<file path="src/rtl/vfb_pkg.sv">
// Shared definitions for the RGB565 video-frame stream blocks.
// Holds the FSM state encoding, RGB565 field positions, default geometry
// and thresholds (shared with the frame generators), and a colour matcher.
package vfb_pkg;

  // One-hot receiver states.
  typedef enum logic [2:0] {
    S_SYNC   = 3'b001,
    S_GAP    = 3'b010,
    S_ACTIVE = 3'b100
  } state_t;

  // RGB565 field slices: {R[15:11], G[10:5], B[4:0]}.
  localparam int R_MSB = 15;
  localparam int R_LSB = 11;
  localparam int G_MSB = 10;
  localparam int G_LSB = 5;
  localparam int B_MSB = 4;
  localparam int B_LSB = 0;

  localparam int         H_ACT_DEF = 800;
  localparam int         V_ACT_DEF = 600;
  localparam logic [4:0] R_TH_DEF  = 5'd24;
  localparam logic [5:0] G_TH_DEF  = 6'd16;
  localparam logic [4:0] B_TH_DEF  = 5'd8;

  // Red-object test: strong red, weak green and blue.
  function automatic logic is_red(input logic [15:0] p, input logic [4:0] r_th,
                                  input logic [5:0] g_th, input logic [4:0] b_th);
    return (p[R_MSB:R_LSB] >= r_th) && (p[G_MSB:G_LSB] < g_th) &&
           (p[B_MSB:B_LSB] < b_th);
  endfunction

endpackage

</file>
<file path="src/rtl/vfb_bbox_acc.sv">
// Bounding-box accumulator for matching pixels within one frame.
// Ports:
//   clk, rst_n   clock, async active-low reset
//   clear        return accumulators to empty (min all-ones, max 0, no hit)
//   accept       an in-geometry pixel is being taken this cycle
//   match        that pixel passes the colour test
//   x, y         raster coordinates of the pixel
//   x_min..y_max running bounding box; hit = at least one match seen
module vfb_bbox_acc #(
  parameter int X_W = 10,
  parameter int Y_W = 10
) (
  input  logic           clk,
  input  logic           rst_n,
  input  logic           clear,
  input  logic           accept,
  input  logic           match,
  input  logic [X_W-1:0] x,
  input  logic [Y_W-1:0] y,
  output logic [X_W-1:0] x_min,
  output logic [X_W-1:0] x_max,
  output logic [Y_W-1:0] y_min,
  output logic [Y_W-1:0] y_max,
  output logic           hit
);

  always_ff @(posedge clk or negedge rst_n) begin
    if (!rst_n) begin
      x_min <= '1;
      x_max <= '0;
      y_min <= '1;
      y_max <= '0;
      hit   <= 1'b0;
    end else if (clear) begin
      x_min <= '1;
      x_max <= '0;
      y_min <= '1;
      y_max <= '0;
      hit   <= 1'b0;
    end else if (accept && match) begin
      if (x < x_min) x_min <= x;
      if (x > x_max) x_max <= x;
      if (y < y_min) y_min <= y;
      if (y > y_max) y_max <= y;
      hit <= 1'b1;
    end
  end

endmodule

</file>
<file path="src/rtl/vfb_rx_check.sv">
// Sink of the RGB565 frame stream: rebuilds raster coordinates, checks the
// pixel count of each frame against H_ACT*V_ACT, and tracks the bounding box
// of red pixels. Per-frame results are published with a one-cycle frame_done.
// Ports:
//   clk, rst_n        pixel clock, async active-low reset
//   rgb_in            pixel {R,G,B} 5/6/5
//   vs_n              low = inter-frame gap, high = frame active
//   clken             pixel valid (ignored while vs_n low)
//   frame_done        strobe; all result outputs update on the same edge
//   frame_ok/underrun/overrun  count equal / short / long vs H_ACT*V_ACT
//   pix_count         pixels accepted in last frame (saturating)
//   box_valid, box_*  bounding box of matches in last frame
module vfb_rx_check
  import vfb_pkg::*;
#(
  parameter int         H_ACT = H_ACT_DEF,
  parameter int         V_ACT = V_ACT_DEF,
  parameter int         X_W   = 10,
  parameter int         Y_W   = 10,
  parameter int         CNT_W = 20,
  parameter logic [4:0] R_TH  = R_TH_DEF,
  parameter logic [5:0] G_TH  = G_TH_DEF,
  parameter logic [4:0] B_TH  = B_TH_DEF
) (
  input  logic             clk,
  input  logic             rst_n,
  input  logic [15:0]      rgb_in,
  input  logic             vs_n,
  input  logic             clken,
  output logic             frame_done,
  output logic             frame_ok,
  output logic             underrun,
  output logic             overrun,
  output logic [CNT_W-1:0] pix_count,
  output logic             box_valid,
  output logic [X_W-1:0]   box_x_min,
  output logic [X_W-1:0]   box_x_max,
  output logic [Y_W-1:0]   box_y_min,
  output logic [Y_W-1:0]   box_y_max
);

  localparam logic [CNT_W-1:0] TOTAL  = CNT_W'(H_ACT * V_ACT);
  localparam logic [X_W-1:0]   X_LAST = X_W'(H_ACT - 1);
  localparam logic [Y_W-1:0]   Y_LAST = Y_W'(V_ACT - 1);

  state_t           state, state_nxt;
  logic [X_W-1:0]   x;
  logic [Y_W-1:0]   y;
  logic [CNT_W-1:0] count;
  logic             accept, eof, clr, in_geo, pix_match;
  logic [X_W-1:0]   acc_x_min, acc_x_max;
  logic [Y_W-1:0]   acc_y_min, acc_y_max;
  logic             acc_hit;

  // ---- FSM ----
  always_ff @(posedge clk or negedge rst_n) begin
    if (!rst_n) state <= S_SYNC;
    else        state <= state_nxt;
  end

  always_comb begin
    state_nxt = state;
    case (state)
      S_SYNC:   if (!vs_n) state_nxt = S_GAP;
      S_GAP:    if (vs_n)  state_nxt = S_ACTIVE;
      S_ACTIVE: if (!vs_n) state_nxt = S_GAP;
      default:  state_nxt = S_SYNC;
    endcase
  end

  always_comb begin
    accept = (state == S_ACTIVE) && vs_n && clken;
    eof    = (state == S_ACTIVE) && !vs_n;
    // Counters stay cleared outside an active frame, so each frame starts at 0.
    clr    = (state != S_ACTIVE);
  end

  assign in_geo    = (count < TOTAL);
  assign pix_match = is_red(rgb_in, R_TH, G_TH, B_TH);

  // ---- raster position and pixel count ----
  always_ff @(posedge clk or negedge rst_n) begin
    if (!rst_n) begin
      x     <= '0;
      y     <= '0;
      count <= '0;
    end else if (clr) begin
      x     <= '0;
      y     <= '0;
      count <= '0;
    end else if (accept) begin
      if (count != '1) count <= count + 1'b1;
      // Surplus pixels past the frame size leave the position frozen.
      if (in_geo) begin
        if (x == X_LAST) begin
          x <= '0;
          if (y != Y_LAST) y <= y + 1'b1;
        end else begin
          x <= x + 1'b1;
        end
      end
    end
  end

  vfb_bbox_acc #(.X_W(X_W), .Y_W(Y_W)) u_bbox (
    .clk    (clk),
    .rst_n  (rst_n),
    .clear  (clr),
    .accept (accept && in_geo),
    .match  (pix_match),
    .x      (x),
    .y      (y),
    .x_min  (acc_x_min),
    .x_max  (acc_x_max),
    .y_min  (acc_y_min),
    .y_max  (acc_y_max),
    .hit    (acc_hit)
  );

  // ---- per-frame result registers ----
  always_ff @(posedge clk or negedge rst_n) begin
    if (!rst_n) begin
      frame_done <= 1'b0;
      frame_ok   <= 1'b0;
      underrun   <= 1'b0;
      overrun    <= 1'b0;
      pix_count  <= '0;
      box_valid  <= 1'b0;
      box_x_min  <= '1;
      box_x_max  <= '0;
      box_y_min  <= '1;
      box_y_max  <= '0;
    end else begin
      frame_done <= eof;
      if (eof) begin
        frame_ok  <= (count == TOTAL);
        underrun  <= (count <  TOTAL);
        overrun   <= (count >  TOTAL);
        pix_count <= count;
        box_valid <= acc_hit;
        box_x_min <= acc_hit ? acc_x_min : '1;
        box_x_max <= acc_hit ? acc_x_max : '0;
        box_y_min <= acc_hit ? acc_y_min : '1;
        box_y_max <= acc_hit ? acc_y_max : '0;
      end
    end
  end

endmodule

</file>
<file path="config.mk">
export PLATFORM = sky130hd
export DESIGN_NAME = vfb_rx_check
export DESIGN_NICKNAME = d
export VERILOG_FILES = /design/src/rtl/vfb_pkg.sv /design/src/rtl/vfb_bbox_acc.sv /design/src/rtl/vfb_rx_check.sv
export SDC_FILE = /design/constraint.sdc
export NUM_CORES = 1
export LEC_CHECK = 0
export BUFFER_PORTS_ARGS = -buffer_cell sky130_fd_sc_hd__buf_2
export CORE_MARGIN = 2
export CORE_UTILIZATION = 40
export CTS_CLUSTER_DIAMETER = 50
export CTS_CLUSTER_SIZE = 24
export DETAILED_ROUTE_END_ITERATION = 10
export HOLD_SLACK_MARGIN = 0.15
export PLACE_DENSITY_LB_ADDON = 0.25
export REMOVE_ABC_BUFFERS = 1
export SLEW_MARGIN = 20
export SYNTH_ARGS = -nofsm -noshare
export SYNTH_HDL_FRONTEND = slang
export SYNTH_SLANG_ARGS = --single-unit
</file>
<file path="constraint.sdc">
create_clock -name clk -period 6.67 [get_ports clk]
set_input_delay 0.667 -clock clk [delete_from_list [all_inputs] [get_ports clk]]
set_output_delay 0.667 -clock clk [all_outputs]
set_load 0.02 [all_outputs]
</file>
# --- Word-level counts from Yosys, hierarchy flattened ---
# Index checks and enable logic that the tools add are counted.
word_totals:
  ff_bits: 149
  out_inout_bits: 65
  wordCells: 101
classes:
  addsub: 3
  magnitude_cmp: 9
  eq_ne: 10
  n_mux: 33
  n_reduce_logical: 27
ops:
  columns: ["op", "count"]
  rows:
  - ["$mux W10", 25]
  - ["$mux W20", 3]
  - ["$add A10 B1 Y10 const B", 2]
  - ["$add A20 B1 Y20 const B", 1]
  - ["$eq A20 B19 Y1 const B", 1]
  - ["$gt A10 B10 Y1", 2]
  - ["$gt A20 B19 Y1 const B", 1]
  - ["$lt A10 B10 Y1", 2]
  - ["$lt A20 B19 Y1 const B", 1]
  - ["$ne A20 B20 Y1 const B", 1]
  - ["$reduce_bool A2 Y1", 10]
  - ["$reduce_and A2 Y1", 7]
  - ["$eq A10 B10 Y1 const B", 1]
  - ["$ne A10 B10 Y1 const B", 1]
  - ["$logic_and A1 B1 Y1", 7]
  - ["$lt A6 B5 Y1 const B", 1]
  - ["$mux W3", 2]
  - ["$pmux W3 S2", 1]
  - ["$ge A5 B5 Y1 const B", 1]
  - ["$lt A5 B4 Y1 const B", 1]
  - ["$ne A2 B2 Y1 const B", 2]
  - ["$reduce_and A4 Y1", 1]
  - ["$eq A3 B1 Y1 const B", 1]
  - ["$eq A3 B2 Y1 const B", 1]
  - ["other kinds (5)", 6]

# --- Depth between registers and ports, before layout ---
# Gate-level depths: netlist of the first run.
depth:
  word_depth: 7
  depth_mapped: 8
  ltp_nobuf: 7

# --- Cells and area by module ---
# Synthesis of the first run repeated with hierarchy kept, for this count alone.
hier_totals:
  cells_unflattened: 863
  hier_area_um2: 7940.1
by_module_without_submodules:
  columns: ["module", "instances", "cells_each", "area_per_inst_um2"]
  rows:
  - ["vfb_rx_check", 1, 551, 5023.6]
  - ["vfb_bbox_acc", 1, 312, 2916.5]

# --- Worst setup path before layout of the first run ---
# Ideal clock, no wire load.
synth_timing:
  kind: "input -> register"
  startpoint: "input port rgb_in[9]"
  endpoint: "register u_bbox.x_max[1]"
  setup_time_ns: 0.125
  arrival_ns: 2.549
  required_ns: 6.545
  slack_ns: 3.997
  cell_stages: 5
  n_path_buf: 0
  path_cell_list: "or4_1 or4_1 a211oi_4 o311ai_4 mux2_2"
synth_via:
  elab_chain_len: 6
synth_rtl:
  columns: ["element", "line", "rtl"]
  rows:
  - ["start: declaration", "vfb_rx_check.sv:27", "input logic [15:0] rgb_in,"]
  - ["$lt A6 B5 Y1", "vfb_pkg.sv:30", "return (p[R_MSB:R_LSB] >= r_th) && (p[G_MSB:G_LSB] < g_th) &&"]
  - ["$logic_and A1 B1 Y1 (2 in series)", "vfb_pkg.sv:30", null]
  - ["$logic_and A1 B1 Y1", "vfb_bbox_acc.sv:40", "end else if (accept && match) begin"]
  - ["$reduce_bool A2 Y1 (no source line)", null, null]
  - ["$reduce_and A2 Y1 (no source line)", null, null]
  - ["end signal: assignment", "vfb_bbox_acc.sv:30", "x_max <= '0;"]
  - ["end signal: assignment", "vfb_bbox_acc.sv:36", "x_max <= '0;"]
  - ["end signal: assignment", "vfb_bbox_acc.sv:42", "if (x > x_max) x_max <= x;"]
  - ["end: declaration", "vfb_bbox_acc.sv:21", "output logic [X_W-1:0] x_max,"]
# Every way passes these cells.
# A chain may end at the register's enable or synchronous reset.

# --- Worst setup path in the final report of the first run ---
layout_timing:
  startpoint: "register state[1]"
  endpoint: "register y[9]"
layout_via:
  elab_chain_len: 5
  elab_cells_between_ends: 10
  classes_between: "eq/ne (2); mux (1); reduce/logical (7)"
layout_rtl:
  columns: ["element", "line", "rtl"]
  rows:
  - ["start: declaration", "vfb_rx_check.sv:46", "state_t state, state_nxt;"]
  - ["start signal: assignment", "vfb_rx_check.sv:58", "else state <= state_nxt;"]
  - ["$eq A3 B3 Y1", "vfb_rx_check.sv:72", "accept = (state == S_ACTIVE) && vs_n && clken;"]
  - ["$logic_and A1 B1 Y1 (2 in series)", "vfb_rx_check.sv:72", null]
  - ["$reduce_bool A2 Y1 (no source line)", null, null]
  - ["$reduce_and A4 Y1 (no source line)", null, null]
  - ["end signal: assignment", "vfb_rx_check.sv:97", "if (y != Y_LAST) y <= y + 1'b1;"]
  - ["end: declaration", "vfb_rx_check.sv:48", "logic [Y_W-1:0] y;"]
# Several ways; a longest one is shown, not always the timed one.

==> impl_metrics.py, run 1 <==
metrics = {
    "power": {
        "seqPwrFrac_pct": 46.8,
        "net-switching-power_uw": 592.5,
        "internal-power_uw": 1656,
        "p_leak_uw": 0.004265,
        "switching_share_pct": 26.35,
        "pwr-share-comb_pct": 12.3,
        "ir_drop_v": 0.0001635,
        "clock_power_share_pct": 41.0,
        "power_density_nw_per_um2": 256.6,
    },
    "global_routing": {
        "grt_first_pass_wirelength_um": 29670,
        "grtUsageTotal_pct": 18.31,
        "overflow": 0,
        "grt_max_degree": 85,
        "first_global_vias": 5900,
        "antenna_found_initial": 0,
    },
    "sta": {
        "setup_ws_ns": 3.277,
        "rsz0062_at_grt": "false",
        "maxSlewHeadroom_pct": 34.50,
        "hold_viol": 0,
        "fmax_mhz": 294.7,
        "setup_tns_ns": 0,
        "final.period_utilization_pct": 50.87,
        "clock_skew_ns": 0.01444,
        "setup_viol": 0,
        "period_needed_ns": 3.393,
        "slew_violations": 0,
        "worst_slew_pin_slew_ns": 0.9824,
    },
    "logic_synthesis": {
        "netlist_area_um2": 7644,
        "ys_ff_latch": 149,
        "synth_top_area_share_pct": 35.36,
        "synth.most_common_cell": "nand2_1",
        "synth_seq_area_share_pct": 49.45,
        "synth_ff_type": "dfrtp_1",
        "syn-instance-count": 803,
        "yosys_warnings": 0,
        "avgSynthCellArea_um2": 9.519,
        "async_flop_share_pct": 100.0,
        "netlist.top_cell.by_area": "dfrtp_1",
        "ys_top_cells_by_area": "dfrtp_1, dfstp_2, ha_1",
        "synth_cell_types": 46,
        "synth_edf_count": 0,
        "yosys-top-cells-count": "nand2_1, dfrtp_1, nor2_1, inv_1, nand3_1",
    },
    "clocking": {
        "cts_buffers": 17,
        "hold_buffers": 0,
        "h-tree-depth": 4,
        "cts_sinks": 149,
        "clk_path_buf_depth": 2,
        "cts_tree": "done",
        "cts_resized": 0,
        "clockRootBuffer": "clkbuf_16",
        "clk_pin_slew_ns": 0.06,
        "clk_latency_ns": 0.43,
        "cts_setup_buffers": 0,
    },
    "routing": {
        "routed_wl_um": 17250,
        "ant_nets": 0,
        "vias": 5970,
        "drc": 0,
        "vias_per_cell": 5.408,
        "drt_iter0_drc": 369,
        "wire_per_inst_um": 15.63,
        "dr.pass1.iters": 4,
    },
    "die": {
        "die-area_um2": 20230,
        "initial_core_util_pct": 40.86,
        "die_h_um": 142.2,
        "ios": 85,
        "die_w_um": 142.2,
        "rows": 50,
        "core_area_um2": 18710,
    },
    "place": {
        "place_ws_ns": 3.280,
        "port_buffers": 74,
        "dp_hpwl_um": 11130,
        "gp_congestion": 0.8023,
    },
    "critical_path": {
        "crit_required_ns": 7.01,
        "path_class": "reg -> reg",
        "crit_path_end_kind": "flip-flop",
        "startpoint_type": "flip-flop",
        "cp.arrival_ns": 3.73,
        "critPathMaxFanout": 47,
    },
    "cells_and_area": {
        "fillCellCount": 1810,
        "fin_util_pct": 46.85,
        "drive_gt1_share_pct": 20.69,
        "area_delta_synth_final_pct": 14.65,
        "nets": 919,
        "antenna_cells": 0,
    },
    "status": {
        "outcome": "finished, final reports clean",
    },
    "hold_path": {
        "hold_path_class": "in -> async",
    },
    "flow_run": {
        "cap_violations": 0,
    },
}
[routing by layer]
metal  vias up  global-route usage (%)  part of all wire, %
met5         -                       0                    0
met1      2864                   24.36                   49
met4         0                   5.684                  1.2
li1       2966                       -                    -
met2       123                   30.21                   46
met3        17                   3.668                  3.6
[per-stage QoR]
stage	hold WS [ns]	instance area, um^2	total power, uW	std cells
after floorplan	0.3714	7472	1243	758
after global placement	0.4451	8194	1344	1072
after detailed placement	0.4503	8194	1349	1072
after CTS	0.3256	8763	2274	1104
after global routing	0.3625	8763	2348	1104
final	0.2980	8763	2249	1104
[worst paths after layout]
| check | depth (start not counted) | start | to | slack (ns) |
|---|---|---|---|---|
| setup / recovery | 6 | state[1]$_DFFE_PN0P_ | y[9]$_DFFE_PN0P_ | 3.28 |
| hold / removal | 1 | rst_n | pix_count[16]$_DFFE_PN0P_ | 0.30 |
| setup reg to reg | 6 | state[1]$_DFFE_PN0P_ | y[9]$_DFFE_PN0P_ | 3.28 |
| hold reg to reg | 2 | box_x_max[9]$_DFFE_PN0P_ | box_x_max[9]$_DFFE_PN0P_ | 0.46 |
| max in group asynchronous | 2 | rst_n | y[8]$_DFFE_PN0P_ | 5.03 |
| min in group clk | 2 | box_x_max[9]$_DFFE_PN0P_ | box_x_max[9]$_DFFE_PN0P_ | 0.46 |
[power groups by stage]
| stage | logic [uW] | registers, uW | clock network, uW |
|---|---|---|---|
| floorplan | 97.6 | 1150 | 0 |
| global placement | 280 | 1060 | 0 |
| detailed placement | 281 | 1070 | 0 |
| CTS | 282 | 1050 | 939 |
| global route | 307 | 1060 | 977 |
| finish | 276 | 1050 | 922 |
[cells in the final DEF, fill, tap and decap left out, types with 6 or more instances in the layout]
cell	netlist	layout
o31ai_1	10	10
a21oi_1	24	24
or4_1	12	12
mux2_2	20	20
nand2b_1	7	6
dfrtp_1	108	108
dfstp_2	41	41
inv_1	53	53
buf_2	2	73
xor2_1	7	7
or3_1	11	11
nor3_1	8	8
nand2_1	120	120
nor2_1	67	67
a41oi_1	22	22
nand3_1	51	51
o21ai_0	39	39
a31oi_1	21	21
clkbuf_16	0	18
and3_1	11	11
ha_1	42	42
a21o_1	12	12
mux2i_1	7	7
o211ai_1	8	8
nand4_1	16	16
buf_4	0	6
[worst max-delay path, stage by stage, from the launching register on]
cell and delay, ns:
dfrtp_1 0.45, or3b_2 0.77, buf_4 0.41, or3_1 0.45, a21o_1 0.44, or4_1 0.60
a21oi_1 0.16
[area by class of cell]
cell class | instances | area (um^2) | share of cell area, %
clock buffers | 26 | 530.5 | 6.054
clock inverters | 6 | 38.79 | 0.4426
inverters | 54 | 202.7 | 2.313
repair buffers | 80 | 421.7 | 4.812
well taps | 234 | 292.8 | 3.341
flip-flops and latches | 149 | 3780 | 43.13
multi-input cells | 555 | 3497 | 39.91
[logic make-up (layout without fill, tap and decap cells)]
| logic type | Yosys count | in the layout | synth area share, % |
|---|---|---|---|
| buffers and inverters | 99 | 166 | 4.894 |
| XOR/XNOR | 12 | 12 | 1.375 |
| adder cells (fa/ha/maj) | 42 | 42 | 6.875 |
| AO/OA/AOI/OAI | 156 | 156 | 14.14 |
| flip-flops | 149 | 149 | 49.45 |
| AND/OR/NAND/NOR | 318 | 318 | 19.40 |
| multiplexers | 27 | 27 | 3.863 |
[state kept, by name, indices dropped and copies added (netlist names)]
| name | flops |
|---|---|
| box_y_min | 10 |
| u_bbox.x_max | 10 |
| x | 10 |
| u_bbox.y_min | 10 |
| box_valid | 1 |
| box_x_max | 10 |
| frame_done | 1 |
| u_bbox.hit | 1 |
| frame_ok | 1 |
| count | 20 |
| overrun | 1 |
| box_x_min | 10 |
| u_bbox.x_min | 10 |
| y | 10 |
| pix_count | 20 |
| box_y_max | 10 |
| underrun | 1 |
| state | 3 |
| u_bbox.y_max | 10 |
No activity file was read; power rests on OpenSTA's default activity.
==> run 2: changes to the inputs <==
==> constraint.sdc (replaced) <==
create_clock -name clk -period 3.3 [get_ports clk]
set_input_delay 0.33 -clock clk [delete_from_list [all_inputs] [get_ports clk]]
set_output_delay 0.33 -clock clk [all_outputs]
set_load 0.02 [all_outputs]
==> run 2 against run 1 <==
Compared with the run above:
- clock power up 140%
- sequential share of layout area shrank 1.2 points
- fmax is 20% higher
- largest cell class unchanged
- largest power group is now the clock network
- highest routed layer unchanged
==> impl_metrics.py, run 2 (synthesis results as in run 1) <==
metrics = {
    "status": {
        "outcome": "finished, final reports clean",
    },
    "die": {
        "die_w_um": 142.2,
        "rows": 50,
        "die-area_um2": 20230,
        "initial_core_util_pct": 40.86,
        "die_h_um": 142.2,
        "core_area_um2": 18710,
        "ios": 85,
    },
    "clocking": {
        "clk_latency_ns": 0.43,
        "cts_tree": "done",
        "h-tree-depth": 4,
        "cts_resized": 0,
        "clockRootBuffer": "clkbuf_16",
        "cts_sinks": 149,
        "cts_setup_buffers": 0,
        "clk_path_buf_depth": 2,
        "cts_buffers": 17,
        "clk_pin_slew_ns": 0.06,
    },
    "sta": {
        "clock_skew_ns": 0.008132,
        "setup_ws_ns": 0.4831,
        "worst_slew_pin_slew_ns": 0.9595,
        "maxSlewHeadroom_pct": 36.03,
        "setup_viol": 0,
        "fmax_mhz": 355.0,
        "rsz0062_at_grt": "false",
        "period_needed_ns": 2.817,
        "final.period_utilization_pct": 85.36,
        "hold_slack_ns": 0.4561,
        "hold_viol": 0,
        "slew_violations": 0,
    },
    "cells_and_area": {
        "drive_gt1_share_pct": 21.98,
        "antenna_cells": 0,
        "final_cell_mix": "nand2_1, dfrtp_1, buf_2",
        "reg_top3": "count (20), pix_count (20)",
        "fillCellCount": 1746,
        "area_delta_synth_final_pct": 17.92,
        "layout_commonest_cell": "nand2_1",
        "nets": 936,
    },
    "hold_path": {
        "hold_path_class": "reg -> reg",
    },
    "critical_path": {
        "slowest_stage": "or4_1",
        "startpoint_type": "flip-flop",
        "crit_required_ns": 3.61,
        "r2r_start": "state[1]$_DFFE_PN0P_",
        "cp_top_family": "simple AND/OR/NAND/NOR gates",
        "regToRegEndpoint": "u_bbox.x_max[1]$_DFFE_PN0P_",
        "critPathMaxFanout": 25,
        "crit_path_end_kind": "flip-flop",
        "path_class": "reg -> reg",
        "r2r_slack_ns": 0.48,
        "path_cells": "or3b_2 -> or4_1 -> a211oi_4 -> buf_12 -> o311ai_4 -> mux2_2",
        "critPathLaunch": "state[1]$_DFFE_PN0P_",
        "endpoint": "u_bbox.x_max[1]$_DFFE_PN0P_",
        "worst-path-stages": 6,
        "reg2regPathDepth": 6,
        "cp.arrival_ns": 3.12,
        "critPathBufInv": 1,
        "slowest_delay_ns": 0.63,
    },
    "power": {
        "total_power_uw": 4885,
        "power_density_nw_per_um2": 542.0,
        "p_leak_uw": 0.004383,
        "ir_drop_v": 0.0003203,
    },
    "global_routing": {
        "grtUsageTotal_pct": 18.41,
        "grt_max_degree": 103,
        "overflow": 0,
        "grt_first_pass_wirelength_um": 29610,
        "first_global_vias": 5863,
        "antenna_found_initial": 0,
    },
    "routing": {
        "vias": 6067,
        "wire_per_inst_um": 15.74,
        "dr.pass1.iters": 5,
        "ant_nets": 0,
        "routed_wl_um": 17650,
        "drt_iter0_drc": 364,
        "drc": 0,
        "vias_per_cell": 5.412,
    },
    "flow_run": {
        "cap_violations": 0,
    },
    "place": {
        "place_ws_ns": 0.5098,
        "port_buffers": 74,
        "dp_hpwl_um": 11630,
        "gp_congestion": 0.7956,
    },
}
==> run 2: changes by cell type in the layout (fill, tap and decap cells not counted), moves of 2 or more <==
cell / delta
inv_4: -2
bufinv_16: +6
clkbuf_8: -5
clkinvlp_4: +2
clkinv_1: +2
buf_12: +2
dlygate4sd3_1: +2
clkinv_4: +2
clkbuf_1: -2
buf_4: +13
==> run 2: worst min-delay path, cell delays in order (launching register included) <==
cell and delay (ns):
dfrtp_1 0.33, nand2_1 0.05, nand2_1 0.04
==> run 2: timing repair <==
action                     in CTS  in global routing
setup endpoints to repair       0                  0
hold endpoints to repair       73                  0
hold buffers                    2                  0
==> run 2: worst min path at each step <==
stage                                   startpoint                  endpoint  slack, ns  cells past startpoint
after global routing      pix_count[6]$_DFFE_PN0P_  pix_count[6]$_DFFE_PN0P_       0.48                      2
after detailed placement  box_x_max[7]$_DFFE_PN0P_  box_x_max[7]$_DFFE_PN0P_       0.45                      2
after global placement    box_x_max[9]$_DFFE_PN0P_  box_x_max[9]$_DFFE_PN0P_       0.45                      2
final                     box_x_max[7]$_DFFE_PN0P_  box_x_max[7]$_DFFE_PN0P_       0.46                      2
after floorplan                              rst_n     box_valid$_DFFE_PN0P_       0.03                      0
after CTS                 box_x_max[7]$_DFFE_PN0P_  box_x_max[7]$_DFFE_PN0P_       0.46                      2
==> run 2: cell type report <==
class	count	area [um^2]	share of cell area, %
Timing Repair Buffer	97	579.3	6.427
Multi-Input combinational cell	555	3497	38.80
Inverter	54	202.7	2.249
Clock inverter	14	232.7	2.582
Clock buffer	18	429.2	4.761
Tap cell	234	292.8	3.248
Sequential cell	149	3780	41.94
==> run 2: layer usage <==
| metal | up-vias | routed length (um) | GRT usage [%] |
|---|---|---|---|
| met2 | 93 | 8355 | 30.56 |
| met3 | 21 | 476 | 3.365 |
| met4 | 0 | 252 | 5.842 |
| met1 | 2962 | 8563 | 24.49 |
| met5 | - | 0 | 0 |
| li1 | 2991 | - | - |
==> run 2: power breakdown <==
part	internal [uW]	leakage (uW)	switching (uW)
sequential	2040	0.00194	82.4
combinational	203	0.00214	368
clock	1410	0.000311	776
==> run 2: through the flow <==
stage | instances | instance area [um^2] | setup TNS (ns) | util [%]
floorplan | 758 | 7472 | -59.65 | -
global placement | 1087 | 8332 | 0 | 44.54
detailed placement | 1087 | 8332 | 0 | 44.54
CTS | 1121 | 9014 | 0 | 48.19
global route | 1121 | 9014 | 0 | 48.19
finish | 1121 | 9014 | 0 | 48.19
